===== config.mk =====
export PLATFORM = sky130hd
export DESIGN_NAME = hazard_fwd_ctrl
export DESIGN_NICKNAME = d
export VERILOG_FILES = /design/src/rtl/cpu_pipe_pkg.sv /design/src/rtl/fwd_match.sv /design/src/rtl/hazard_fwd_ctrl.sv
export SDC_FILE = /design/constraint.sdc
export NUM_CORES = 1
export LEC_CHECK = 0
export ABC_AREA = 1
export BUFFER_PORTS_ARGS = -buffer_cell sky130_fd_sc_hd__buf_2
export CORE_MARGIN = 1
export CORE_UTILIZATION = 30
export DETAILED_ROUTE_END_ITERATION = 16
export GPL_ROUTABILITY_DRIVEN = 0
export GPL_TIMING_DRIVEN = 0
export PLACE_DENSITY = 0.52
export REMOVE_ABC_BUFFERS = 1
export SYNTH_ARGS = -nofsm -noshare
export SYNTH_HDL_FRONTEND = slang
export SYNTH_SLANG_ARGS = --single-unit

===== constraint.sdc =====
create_clock -name clk -period 2.1 [get_ports clk]
set_input_delay 0.105 -clock clk [delete_from_list [all_inputs] [get_ports clk]]
set_output_delay 0.105 -clock clk [all_outputs]
set_load 0.02 [all_outputs]

===== src/rtl/cpu_pipe_pkg.sv =====
// Shared pipeline-control definitions: forwarding select encodings,
// hazard FSM state type and the default register address width.
package cpu_pipe_pkg;

  localparam int unsigned RA_W_DEF = 5;

  localparam logic [1:0] FWD_RF    = 2'b00;
  localparam logic [1:0] FWD_EXMEM = 2'b10;
  localparam logic [1:0] FWD_MEMWB = 2'b01;

  typedef enum logic {
    RUN      = 1'b0,
    LU_STALL = 1'b1
  } hfc_state_e;

endpackage


===== src/rtl/fwd_match.sv =====
// Per-operand forwarding comparator: picks the youngest in-flight writer
// of the EX-stage source register, EX/MEM before MEM/WB, x0 never forwarded.
module fwd_match
  import cpu_pipe_pkg::*;
#(
  parameter int unsigned RA_W = RA_W_DEF
) (
  input  logic [RA_W-1:0] rs,
  input  logic [RA_W-1:0] ex_mem_rd,
  input  logic            ex_mem_reg_write,
  input  logic [RA_W-1:0] mem_wb_rd,
  input  logic            mem_wb_reg_write,
  output logic [1:0]      sel
);

  logic ex_hit;
  logic wb_hit;

  assign ex_hit = ex_mem_reg_write && (ex_mem_rd != '0) && (ex_mem_rd == rs);
  assign wb_hit = mem_wb_reg_write && (mem_wb_rd != '0) && (mem_wb_rd == rs);

  // Priority select: the EX/MEM result is newer than the MEM/WB one.
  always_comb begin
    sel = FWD_RF;
    if (ex_hit)      sel = FWD_EXMEM;
    else if (wb_hit) sel = FWD_MEMWB;
  end

endmodule


===== src/rtl/hazard_fwd_ctrl.sv =====
// Hazard and forwarding controller for the 5-stage pipeline: EX operand
// forwarding, ID write-back bypass, load-use bubbles and memory freeze,
// plus saturating stall/freeze performance counters.
module hazard_fwd_ctrl
  import cpu_pipe_pkg::*;
#(
  parameter int unsigned RA_W     = RA_W_DEF,
  parameter int unsigned N_SRC    = 2,
  parameter int unsigned LOAD_LAT = 1,
  parameter int unsigned CNT_W    = 32
) (
  input  logic                  clk,
  input  logic                  reset,
  input  logic                  id_valid,
  input  logic [N_SRC*RA_W-1:0] id_rs,
  input  logic [N_SRC-1:0]      id_rs_use,
  input  logic [N_SRC*RA_W-1:0] ex_rs,
  input  logic [RA_W-1:0]       id_ex_rd,
  input  logic                  id_ex_reg_write,
  input  logic                  id_ex_mem_read,
  input  logic [RA_W-1:0]       ex_mem_rd,
  input  logic                  ex_mem_reg_write,
  input  logic [RA_W-1:0]       mem_wb_rd,
  input  logic                  mem_wb_reg_write,
  input  logic                  dmem_busy,
  output logic [2*N_SRC-1:0]    fwd_sel,
  output logic [N_SRC-1:0]      wb_bypass,
  output logic                  pc_write,
  output logic                  if_id_write,
  output logic                  id_ex_bubble,
  output logic                  pipe_freeze,
  output logic [CNT_W-1:0]      stall_cnt,
  output logic [CNT_W-1:0]      freeze_cnt
);

  // Bubbles still owed after the first one; LOAD_LAT is limited to 1..7.
  localparam logic [2:0] LU_INIT = 3'(LOAD_LAT - 1);

  hfc_state_e          state_q, state_d;
  logic [2:0]          lu_cnt_q, lu_cnt_d;
  logic [CNT_W-1:0]    stall_cnt_q;
  logic [CNT_W-1:0]    freeze_cnt_q;
  logic [2*N_SRC-1:0]  fwd_raw;
  logic                rs_dep;
  logic                lu_hit;

  for (genvar k = 0; k < N_SRC; k++) begin : g_fwd
    fwd_match #(
      .RA_W(RA_W)
    ) u_match (
      .rs               (ex_rs[k*RA_W +: RA_W]),
      .ex_mem_rd        (ex_mem_rd),
      .ex_mem_reg_write (ex_mem_reg_write),
      .mem_wb_rd        (mem_wb_rd),
      .mem_wb_reg_write (mem_wb_reg_write),
      .sel              (fwd_raw[2*k +: 2])
    );
  end

  assign fwd_sel = reset ? '0 : fwd_raw;

  // Write-back bypass into the ID-stage register read.
  always_comb begin
    wb_bypass = '0;
    for (int unsigned k = 0; k < N_SRC; k++) begin
      wb_bypass[k] = !reset && id_valid && mem_wb_reg_write &&
                     (mem_wb_rd != '0) &&
                     (mem_wb_rd == id_rs[k*RA_W +: RA_W]);
    end
  end

  // Load-use detection: an actually-read ID operand depends on a load in EX.
  always_comb begin
    rs_dep = 1'b0;
    for (int unsigned k = 0; k < N_SRC; k++) begin
      if (id_rs_use[k] && (id_rs[k*RA_W +: RA_W] == id_ex_rd)) rs_dep = 1'b1;
    end
    lu_hit = id_valid && id_ex_mem_read && id_ex_reg_write &&
             (id_ex_rd != '0) && rs_dep;
  end

  // Next-state and pipeline-control outputs; a busy memory overrides all.
  always_comb begin
    state_d      = state_q;
    lu_cnt_d     = lu_cnt_q;
    pc_write     = 1'b1;
    if_id_write  = 1'b1;
    id_ex_bubble = 1'b0;
    pipe_freeze  = 1'b0;
    if (reset) begin
      state_d  = RUN;
      lu_cnt_d = '0;
    end else if (dmem_busy) begin
      pipe_freeze = 1'b1;
      pc_write    = 1'b0;
      if_id_write = 1'b0;
    end else begin
      unique case (state_q)
        RUN: begin
          if (lu_hit) begin
            pc_write     = 1'b0;
            if_id_write  = 1'b0;
            id_ex_bubble = 1'b1;
            lu_cnt_d     = LU_INIT;
            state_d      = (LOAD_LAT > 1) ? LU_STALL : RUN;
          end
        end
        LU_STALL: begin
          if (lu_cnt_q != '0) begin
            pc_write     = 1'b0;
            if_id_write  = 1'b0;
            id_ex_bubble = 1'b1;
            lu_cnt_d     = lu_cnt_q - 3'd1;
            if (lu_cnt_q == 3'd1) state_d = RUN;
          end else begin
            state_d = RUN;
          end
        end
        default: state_d = RUN;
      endcase
    end
  end

  // FSM state and remaining-bubble counter.
  always_ff @(posedge clk) begin
    if (reset) begin
      state_q  <= RUN;
      lu_cnt_q <= '0;
    end else begin
      state_q  <= state_d;
      lu_cnt_q <= lu_cnt_d;
    end
  end

  // Saturating performance counters.
  always_ff @(posedge clk) begin
    if (reset) begin
      stall_cnt_q  <= '0;
      freeze_cnt_q <= '0;
    end else begin
      if (id_ex_bubble && (stall_cnt_q != '1))
        stall_cnt_q <= stall_cnt_q + CNT_W'(1);
      if (pipe_freeze && (freeze_cnt_q != '1))
        freeze_cnt_q <= freeze_cnt_q + CNT_W'(1);
    end
  end

  assign stall_cnt  = stall_cnt_q;
  assign freeze_cnt = freeze_cnt_q;

endmodule


# ---- Yosys cells after proc, flatten, opt, wreduce, memory -nomap -nowiden
# Index checks and enable logic that the tools add are counted.
dict set report word_totals {
  reg_bits 68
  input_bits 45
  output_inout_bits 74
  elab_cells 72
}
dict set report op_classes {
  addsub 3
  eq_ne 13
  n_mux 25
  n_bitwise 2
  n_reduce_logical 25
}
# operator n
set op_table {}
lappend op_table {{adder 32 x 1 -> 32 bit (second input constant)} 2}
lappend op_table {{inequality test 32 bit (second input constant)} 2}
lappend op_table {{== test 5 bit} 8}
lappend op_table {{logical AND 1 bit} 19}
lappend op_table {{two-way mux 1 bit} 16}
lappend op_table {{nonzero test 5 bit} 3}
lappend op_table {{two-way mux 3 bit} 2}
lappend op_table {{case mux 1 bit (2 select lines)} 3}
lappend op_table {{case mux 3 bit (2 select lines)} 1}
lappend op_table {{two-way mux 2 bit} 2}
lappend op_table {{two-way mux 4 bit} 1}
lappend op_table {{== test 3 x 1 -> 1 bit (second input constant)} 1}
lappend op_table {{AND reduction 3 bit} 1}
lappend op_table {{nonzero test 3 bit} 1}
lappend op_table {{subtractor 3 x 1 -> 3 bit (second input constant)} 1}
lappend op_table {{inequality test 2 x 1 -> 1 bit (second input constant)} 1}
lappend op_table {{inequality test 2 bit (second input constant)} 1}
lappend op_table {{NOT 1 bit} 2}
lappend op_table {{zero test 1 bit} 1}

# ---- Logic depth before layout (Yosys ltp)
dict set report logic_depth {
  word_depth 10
  ltp_mapped 13
  mapped_depth_nobuf 13
}

# ---- By module
# From an unflattened synthesis, not the netlist that was laid out.
dict set report unflattened {
  cells_unflattened 842
  hier_area_um2 5032.3
}
# module n_inst cells_per_inst area_per_inst_um2 seq_area_each_um2
set modules_own_cells {}
lappend modules_own_cells {hazard_fwd_ctrl 1 740 4589.4 1361.3}
lappend modules_own_cells {fwd_match 2 51 221.5 0.0}

# ---- Least setup slack after synthesis
# No wires, ideal clock.
dict set report synth_path {
  path_type {reg2out}
  from {register lu_cnt_q[0]}
  to {output pc_write}
  arrival_ns 1.988
  t_required_ns 1.995
  slack_ns 0.007
  path_stages_with_launch 8
  n_path_buf 1
  path_cell_list {dfxtp_1 > inv_1 > ha_1 > inv_1 > o21ai_0 > nand2_2 > o21ai_0 > buf_4}
}
dict set report synth_between {
  elab_chain_len 5
}
# element line
set synth_lines {}
lappend synth_lines {{start: declaration} hazard_fwd_ctrl.sv:40} ;# logic [2:0] lu_cnt_q, lu_cnt_d;
lappend synth_lines {{start signal: assignment} hazard_fwd_ctrl.sv:131} ;# lu_cnt_q <= lu_cnt_d;
lappend synth_lines {{nonzero test 3 bit} hazard_fwd_ctrl.sv:109} ;# if (lu_cnt_q != '0) begin
lappend synth_lines {{two-way mux 1 bit} n/a}
lappend synth_lines {{case mux 1 bit (2 select lines)} n/a}
lappend synth_lines {{two-way mux 1 bit (2 in a row)} n/a}
lappend synth_lines {{end: declaration} hazard_fwd_ctrl.sv:28} ;# output logic pc_write,
# Every way passes these cells.

# ---- Worst setup path after layout
dict set report layout_path {
  from {register stall_cnt_q[1], in the netlist stall_cnt[1]}
  to {register stall_cnt_q[17], in the netlist stall_cnt[17]}
}
dict set report layout_between {
  elab_chain_len 2
  word_cells_on_any_way 3
  classes_between {add/sub: 1; eq/ne: 1; reduce/logical: 1}
}
# element line
set layout_lines {}
lappend layout_lines {{start: declaration} hazard_fwd_ctrl.sv:41} ;# logic [CNT_W-1:0] stall_cnt_q;
lappend layout_lines {{start signal: assignment} hazard_fwd_ctrl.sv:142} ;# stall_cnt_q <= stall_cnt_q + CNT_W'(1);
lappend layout_lines {{parallel branches: the longest is 2 deep, another holds adder 32 x 1 -> 32 bit} n/a}
# Several ways; the timed one is not identified.
# A chain may end at the register's enable or synchronous reset.

==> impl_metrics.env <==
export IMPL_status="finished, final reports clean"
export IMPL_skew_ns=0.00968
export IMPL_cp_cell_sequence="ha_2 > nand2_1 > nor2_1 > nand2_2 > nor2_4 > nand4_4 > nand2_1 > nand3b_1 > xor2_1 > nor2_1"
export IMPL_drv_cap=0
export IMPL_antenna_left=0
export IMPL_grt_max_degree=49
export IMPL_syn_area_sq_um=4880
export IMPL_period_share_pct=91.8
export IMPL_holdPathEnd="state_q"
export IMPL_cts_sinks=68
export IMPL_ios=119
export IMPL_portBuffers=118
export IMPL_num_rows=46
export IMPL_hp_class="input pin to register"
export IMPL_drt_initial_drc_count=314
export IMPL_cts_hold_buf=0
export IMPL_power_uw=3390
export IMPL_worstPathRequired_ns=2.28
export IMPL_syn_area_per_cell_sq_um=6.28
export IMPL_dieHeight_um=129
export IMPL_critPathMaxStageDelay_ns=0.36
export IMPL_gr_usage_all_layers_pct=18.0
export IMPL_synthFlopType="dfxtp_1"
export IMPL_slew_violations=0
export IMPL_num_vias=5173
export IMPL_finalHoldViolCount=0
export IMPL_final_common_cell="nand2_1"
export IMPL_ys_seq_area_share_pct=27.9
export IMPL_start_util_pct=30.7
export IMPL_layout_nets=943
export IMPL_die_w_um=129
export IMPL_rsz0062_at_grt="false"
export IMPL_worst_setup_path_type="register to register"
export IMPL_crit_path_end_kind="register"
export IMPL_ir_drop_mv=0.354
export IMPL_yosys_warnings=0
export IMPL_min_period_ns=1.93
export IMPL_synth_enable_flop_cells=0
export IMPL_layout_cells_most_common_list="216 x nand2_1, 118 x buf_2, 105 x nor2_1"
export IMPL_setup_viol=0
export IMPL_dp_hpwl_mm=10.8
export IMPL_path_clk_slew_ns=0.06
export IMPL_hold_depth=3
export IMPL_cts_buffer_depth=2
export IMPL_grt_pass1_wl_mm=23.9
export IMPL_via_per_inst=4.64
export IMPL_critPathSlowestCell="dfxtp_1"
export IMPL_critPathMaxFanout=8
export IMPL_wl_mm=14.7
export IMPL_syn2layout_area_growth_pct=25.3
export IMPL_wire_per_inst_um=13.2
export IMPL_r2r_cells=10
export IMPL_clk_latency_ns=0.33
export IMPL_synth_seq_cells=68
export IMPL_gr_total_overflow=0
export IMPL_grt_pass1_vias=4773
export IMPL_dr_pass1_iters=5
export IMPL_cts_tree="yes"
export IMPL_start_kind="register"
export IMPL_finish_utilization_pct=38.5
export IMPL_antenna_found_initial=0
export IMPL_syn_inst=777
export IMPL_rr_startpoint="stall_cnt[1]"
export IMPL_worstMarginPinSlew_ns=0.872
export IMPL_cts_root_buf="clkbuf_16"
export IMPL_diodes=0
export IMPL_r2r_end="stall_cnt[17]"
export IMPL_drive_above_1_share_pct=21.8
export IMPL_fmax_ghz=0.519
export IMPL_htreeDepth=3
export IMPL_ff2ff_setup_slack_ns=0.17
export IMPL_ys_types=43
export IMPL_die_area_sq_um=16800
export IMPL_min_from="dmem_busy"
export IMPL_crit_buf_inv=0
export IMPL_power_density_nw_per_um2=554
export IMPL_core_area_sq_um=15900
export IMPL_critPathArrivalTime_ns=2.11
export IMPL_drcViolationCount=0
export IMPL_cp_top_family="simple AND/OR/NAND/NOR gates"
export IMPL_p_leak_uw=0.00257
export IMPL_slew_headroom_pct=41.9
export IMPL_synthArstFlopShare_pct=0
export IMPL_cts_buffers=9
## report_power, final
group          internal [uW]  switching [uW]  leakage (uW)  total (uW)
logic                    106             171       0.00184         277
clock network           1220             588      0.000173        1810
registers               1290            3.14      0.000549        1300
## routing by layer
layer	part of all wire [%]	global-route usage (%)
met2	48	31.4
met4	0.56	3.63
met5	0	0
met1	48	23.0
met3	3.5	3.43
## sequential cells by signal, summed over array words and instances (netlist names)
name,cells
stall_cnt,32
lu_cnt_q,3
state_q,1
freeze_cnt,32
## per-stage QoR
stage	cells	TNS, ns	hold slack (ns)	setup WS, ns	area, sq um
final	1114	0	0.162	0.172	6110
after global routing	1114	0	0.232	0.00314	6110
after CTS	1106	0	0.130	0.00320	6010
after detailed placement	1089	-3.48	0.469	-0.207	5610
after global placement	1089	-20.54	0.470	-0.853	5610
after floorplan	755	-0.179	0.174	-0.0895	4750
## worst max path at each step
stage                 start             to  slack [ns]  depth (start not counted)
2_1_floorplan   lu_cnt_q[0]    if_id_write       -0.09                          6
3_3_place_gp          reset   stall_cnt[3]       -0.85                          5
3_5_place_dp          reset   stall_cnt[3]       -0.21                          5
4_1_cts         lu_cnt_q[0]    if_id_write       0.003                          7
5_1_grt        stall_cnt[1]  stall_cnt[16]       0.003                         10
6_report       stall_cnt[1]  stall_cnt[17]        0.17                         10
## Yosys cell counts (3+ instances only)
| master | instances | area (sq um) |
|---|---|---|
| dfxtp_1 | 68 | 1360 |
| xor2_1 | 25 | 219 |
| nor4_1 | 6 | 37.5 |
| o21ai_0 | 20 | 100 |
| nor2_4 | 3 | 33.8 |
| or2_2 | 4 | 25.0 |
| inv_1 | 88 | 330 |
| nor2_1 | 106 | 398 |
| inv_2 | 7 | 26.3 |
| nand4_1 | 33 | 206 |
| nor3_2 | 5 | 50.1 |
| nor2_2 | 6 | 37.5 |
| nand3b_1 | 4 | 30.0 |
| nand3_1 | 35 | 175 |
| clkbuf_1 | 10 | 37.5 |
| xnor2_1 | 26 | 228 |
| nand4_2 | 3 | 37.5 |
| buf_6 | 4 | 45.0 |
| buf_2 | 4 | 20.0 |
| nor3_1 | 24 | 120 |
| ha_1 | 5 | 62.6 |
| nand2_1 | 219 | 822 |
| o21bai_1 | 8 | 60.1 |
| a21oi_1 | 35 | 175 |
| nand2_2 | 6 | 37.5 |
## worst min-delay path: cells and delay by family
kind                   cells  cell delay, ns
and+or+nand+nor            2            0.19
buffers and inverters      1            0.14
## cell families after synthesis
logic type	Yosys count	synth area share, %
adder cells (fa/ha/maj)	5	1.28
AND/OR/NAND/NOR	463	43.2
AO/OA/AOI/OAI	72	8.39
XOR/XNOR	51	9.16
buffers and inverters	118	10.0
flip-flops	68	27.9
## final cells by class
| cell class | count | area, sq um |
|---|---|---|
| Fill cell | 1749 | 9780 |
| Tap cell | 216 | 270 |
| Timing Repair Buffer | 126 | 651 |
| Multi-Input combinational cell | 592 | 3100 |
| Sequential cell | 68 | 1360 |
| Inverter | 96 | 368 |
| Clock inverter | 4 | 95.1 |
| Clock buffer | 12 | 256 |
## repair_timing
item                       CTS  global route
setup endpoints to repair   31            48
gates resized for setup      8            12
gates cloned                 1             0
buffers inserted             0             8
pin swaps                    0             4
No activity file was read; power rests on OpenSTA's default activity.
